$ cat config.mk
export PLATFORM = sky130hd
export DESIGN_NAME = weight_column_loader
export DESIGN_NICKNAME = d
export VERILOG_FILES = /design/src/rtl/weight_column_loader.sv
export SDC_FILE = /design/constraint.sdc
export NUM_CORES = 2
export LEC_CHECK = 0
export CAP_MARGIN = 20
export CORE_MARGIN = 2
export CORE_UTILIZATION = 58
export CTS_CLUSTER_SIZE = 28
export DETAILED_ROUTE_END_ITERATION = 10
export PLACE_DENSITY_LB_ADDON = 0.1
export RECOVER_POWER = 100
export SYNTH_ARGS = -nofsm -noshare
export SYNTH_HDL_FRONTEND = slang
export SYNTH_SLANG_ARGS = --single-unit
$ cat constraint.sdc
create_clock -name clock -period 5.15 [get_ports clock]
set_input_delay 0.7725 -clock clock [delete_from_list [all_inputs] [get_ports clock]]
set_output_delay 0.7725 -clock clock [all_outputs]
set_load 0.1 [all_outputs]
$ cat src/rtl/weight_column_loader.sv
// weight_column_loader
// Collects a serial stream of fixed-point weights into full-width column words and writes
// them to a weightRAM, one column per write cycle, columns 0..COLS-1 in ascending order.
//
// Ports:
//   clock            in   system clock, rising edge
//   reset            in   synchronous active-high reset
//   startLoad        in   start a load of COLS columns (only honoured in idle)
//   dataIn           in   weight element, Q(QN).(QM) two's complement, forwarded bit-exact
//   dataValid        in   dataIn is valid this cycle
//   dataReady        out  element accepted this cycle when dataValid is also high
//   weightMemInput   out  assembled column, row r at [r*BITWIDTH +: BITWIDTH]
//   colAddressWrite  out  column address of the current write
//   writeEn          out  one-cycle write strobe
//   busy             out  high whenever a load is in progress
//   loadDone         out  one-cycle pulse after the last column is written
module weight_column_loader #(
    parameter int unsigned ROWS = 32,
    parameter int unsigned COLS = 4,
    parameter int unsigned QN   = 7,
    parameter int unsigned QM   = 10
) (
    input  logic                                      clock,
    input  logic                                      reset,
    input  logic                                      startLoad,
    input  logic [QN+QM:0]                            dataIn,
    input  logic                                      dataValid,
    output logic                                      dataReady,
    output logic [ROWS*(QN+QM+1)-1:0]                 weightMemInput,
    output logic [((COLS > 1) ? $clog2(COLS) : 1)-1:0] colAddressWrite,
    output logic                                      writeEn,
    output logic                                      busy,
    output logic                                      loadDone
);

    localparam int unsigned BITWIDTH       = QN + QM + 1;
    localparam int unsigned LAYER_BITWIDTH = ROWS * BITWIDTH;
    localparam int unsigned ADDR_BITWIDTH  = (COLS > 1) ? $clog2(COLS) : 1;
    localparam int unsigned ROW_BITWIDTH   = (ROWS > 1) ? $clog2(ROWS) : 1;

    localparam logic [ROW_BITWIDTH-1:0]  RowLast = ROW_BITWIDTH'(ROWS - 1);
    localparam logic [ADDR_BITWIDTH-1:0] ColLast = ADDR_BITWIDTH'(COLS - 1);

    typedef enum logic [1:0] {
        StIdle,
        StFill,
        StWrite,
        StDone
    } state_e;

    state_e                    state_q, state_d;
    logic [ROW_BITWIDTH-1:0]   row_q, row_d;
    logic [ADDR_BITWIDTH-1:0]  col_q, col_d;
    logic [LAYER_BITWIDTH-1:0] asm_q, asm_d;  // column under assembly

    // State and working registers
    always_ff @(posedge clock) begin
        if (reset) begin
            state_q <= StIdle;
            row_q   <= '0;
            col_q   <= '0;
            asm_q   <= '0;
        end else begin
            state_q <= state_d;
            row_q   <= row_d;
            col_q   <= col_d;
            asm_q   <= asm_d;
        end
    end

    // Next-state logic
    always_comb begin
        state_d = state_q;
        row_d   = row_q;
        col_d   = col_q;
        asm_d   = asm_q;
        unique case (state_q)
            StIdle: begin
                if (startLoad) begin
                    state_d = StFill;
                    row_d   = '0;
                    col_d   = '0;
                end
            end
            StFill: begin
                if (dataValid) begin
                    for (int r = 0; r < int'(ROWS); r++) begin
                        if (row_q == ROW_BITWIDTH'(r)) begin
                            asm_d[r*BITWIDTH +: BITWIDTH] = dataIn;
                        end
                    end
                    if (row_q == RowLast) begin
                        row_d   = '0;
                        state_d = StWrite;
                    end else begin
                        row_d = row_q + ROW_BITWIDTH'(1);
                    end
                end
            end
            StWrite: begin
                if (col_q == ColLast) begin
                    state_d = StDone;
                end else begin
                    col_d   = col_q + ADDR_BITWIDTH'(1);
                    state_d = StFill;
                end
            end
            StDone: begin
                state_d = StIdle;
            end
            default: begin
                state_d = StIdle;
            end
        endcase
    end

    // Outputs are registered from the next state so they line up with the state they describe.
    // The write bus is loaded only on entry to WRITE (including the final beat via asm_d), so
    // data, address and strobe all change on the same edge and hold otherwise.
    always_ff @(posedge clock) begin
        if (reset) begin
            dataReady       <= 1'b0;
            busy            <= 1'b0;
            writeEn         <= 1'b0;
            loadDone        <= 1'b0;
            colAddressWrite <= '0;
            weightMemInput  <= '0;
        end else begin
            dataReady <= (state_d == StFill);
            busy      <= (state_d != StIdle);
            writeEn   <= (state_d == StWrite);
            loadDone  <= (state_d == StDone);
            if (state_d == StWrite) begin
                colAddressWrite <= col_q;
                weightMemInput  <= asm_d;
            end
        end
    end

endmodule

==> flow_summary.ini <==
[timing]
min_period_ns = 3.87
maxSlewHeadroom_pct = -124
worst_slack_ns = 1.28
hold_violations = 0
worstMarginPinSlew_ns = 3.37
setup_viol = 0
period_share_pct = 75.2
rsz0062_at_grt = false
fin_tns_setup_ns = 0
report.final.slew_viol_count = 143
timing.hold.ws_ns = 0.449
fin_skew_ns = 0.0264
timing.fmax_mhz = 258

[cells_and_area]
final_area_sq_um = 50100
final_util_pct = 72.8
nFillCells = 5179
drive_gt1_share_pct = 6.21
syn_to_final_growth_pct = 23.6
final_nets = 4575

[synthesis]
synth_area_leaders = dfxtp_1, mux2i_1, nor2_1, a211oi_1, nand2_1
mappedNetlistArea_sq_um = 40500
syn-num-nets = 4193
ys_ff_latch = 1149
postSynthCellCount = 4164
yosysMostFrequentCell = dfxtp_1
yosys.area.top_type = dfxtp_1
synth_edf_count = 0
ys_dominant_reg_cell = dfxtp_1
synth_warnings = 0
yosys-top-cells-count = dfxtp_1, nor2_1, a211oi_1
avgSynthCellArea_sq_um = 9.73
synth_top_area_share_pct = 56.8
async_flop_share_pct = 0
ys_seq_area_share_pct = 56.8
synth_cell_types = 49

[clock_network]
clock-sinks = 1149
cts.htree.levels = 3
cts_buffers = 112
post-cts-setup-buffers = 0
cts_root_buffer = clkbuf_16
cts_tree = yes
cts_buffer_depth = 3
cts-resized-gates = 0
cts.clk_slew.worst_paths_ns = 0.06
worstSkewPairLatency_ns = 0.66
ctsHoldBuffers = 0

[critical_path]
reg2reg_to = weightMemInput[197]
crit_path_start_kind = input pin
reg2reg_setup_slack_ns = 1.28
required_ns = 5.64
path_cells = clkbuf_2 > clkbuf_2 > a211oi_1
cp.arrival_ns = 4.36
crit_slowest_cell = clkbuf_2
critical_path_class = in2reg
crit_path_end = weightMemInput[1]
r2r-start = row_q[0]
cp-startpoint = reset
critPathMaxStageDelay_ns = 2.23
cp.depth = 3
worstPathMaxFanout = 148
cpLargestDelayFamily = buffers and inverters
path_buf_inv = 2
rr_worst_depth = 9
cpMostUsedCell = clkbuf_2
cp-end-kind = register

[placement]
place_area_sq_um = 46200
gp_congestion = 0.810
portBuffers = 603
dpl.hpwl_um = 75100
pre_cts_slack_ns = 1.36

[job]
drv_cap = 1

[power_and_ir_drop]
cellPowerDensity_nw_per_um2 = 357
p_leak_uw = 0.0219
vdd_drop_max_mv = 0.332

[die]
coreArea_sq_um = 68800
fp.dieH_um = 268
io_pins = 604
initial_core_util_pct = 58.9
dieArea_sq_um = 72000
die_w_um = 268
rows = 96

[grt]
grt_pass1_wl_um = 177000
grt_max_degree = 174
gr-usage-all-layers_pct = 32.1
antenna_found_initial = 1
overflow = 0
grt_pass1_vias = 28937

[detailed_routing]
vias = 31638
drt-vias-per-instance = 5.68
wl_per_cell_um = 21.4
drtPass1Iterations = 5
drc = 0
first_iter_violations = 2875
finalWirelength_um = 119000
drtAntennaViolNets = 0

[outcome]
status = complete, but fails checks
violations = max-capacitance violations, max-slew violations

[worst_hold_path]
hold_path_depth = 2
hp-class = reg2reg
-- area by class of cell --
cell class | count | area (sq um) | share of cell area (%)
Sequential cell | 1149 | 23000 | 45.9
Multi-Input combinational cell | 2610 | 15400 | 30.8
Antenna cell | 1 | 2.50 | 0.00500
Inverter | 4 | 15.0 | 0.0300
Tap cell | 931 | 1160 | 2.33
Timing Repair Buffer | 669 | 6580 | 13.1
Clock inverter | 32 | 470 | 0.939
Clock buffer | 174 | 3440 | 6.87
-- routing by layer --
metal | GRT usage [%] | share of wire [%]
met1 | 42.2 | 42
met2 | 50.7 | 46
met3 | 7.61 | 8.0
met4 | 13.3 | 4.3
met5 | 0 | 0
-- tightest hold or removal path, stage by stage, from the launching register on --
cell	delay (ns)
dfxtp_1	0.30
nand2_1	0.05
a21oi_1	0.05
-- how the worst min path moves through the flow --
stage,start,end
2_1_floorplan,asm_q[270],asm_q[270]
3_3_place_gp,asm_q[278],asm_q[278]
3_5_place_dp,asm_q[286],asm_q[286]
4_1_cts,asm_q[286],asm_q[286]
5_1_grt,weightMemInput[569],weightMemInput[569]
6_report,weightMemInput[569],weightMemInput[569]
-- logic make-up (layout without fill, tap and decap cells) --
family | Yosys count | in the layout | share of synthesized area (%)
flops | 1149 | 1149 | 56.8
buf+inv | 405 | 879 | 5.22
mux | 414 | 414 | 10.2
simple gates | 1433 | 1433 | 14.4
fa+ha+maj | 7 | 7 | 0.216
compound gates | 756 | 756 | 13.1
other cells | 0 | 1 | 0
-- state kept, by name, summed over array words and instances, names as in the netlist --
register / flops
loadDone: 1
row_q: 5
weightMemInput: 576
colAddressWrite: 2
busy: 1
writeEn: 1
col_q: 2
state_q: 2
asm_q: 558
dataReady: 1
-- report_power, final --
part / switching [uW] / leakage [uW] / internal [uW]
Sequential: 5.96 / 0.00925 / 8900
Clock: 3400 / 0.00193 / 5170
Combinational: 352 / 0.0107 / 69.9
Total: 3750 / 0.0219 / 14100
-- placed cells by master, fill, tap and decap left out, types with 3 or more instances in the layout --
cell type / n
nand2_1: 294
dlygate4sd3_1: 581
dfxtp_1: 1149
ha_1: 7
buf_12: 12
nor3_1: 57
nor2b_1: 4
buf_2: 18
a21oi_1: 190
mux2i_1: 413
a211oi_1: 421
nand4_4: 4
clkbuf_16: 117
nand2b_1: 43
clkinv_2: 17
nor2_1: 977
nand3_1: 20
clkbuf_1: 28
a22oi_1: 44
a311oi_1: 93
buf_4: 52
nand3b_1: 3
clkbuf_8: 30
nand3_2: 8
inv_1: 3
bufinv_16: 12
and3_1: 6
clkbuf_2: 3
-- stage by stage --
stage | power [uW] | instances
after floorplan | 9350 | 4164
after global placement | 9510 | 5363
after detailed placement | 9510 | 5363
after CTS | 18000 | 5569
after global routing | 18400 | 5570
final | 17900 | 5570
Power figures use the tool's default switching activity.
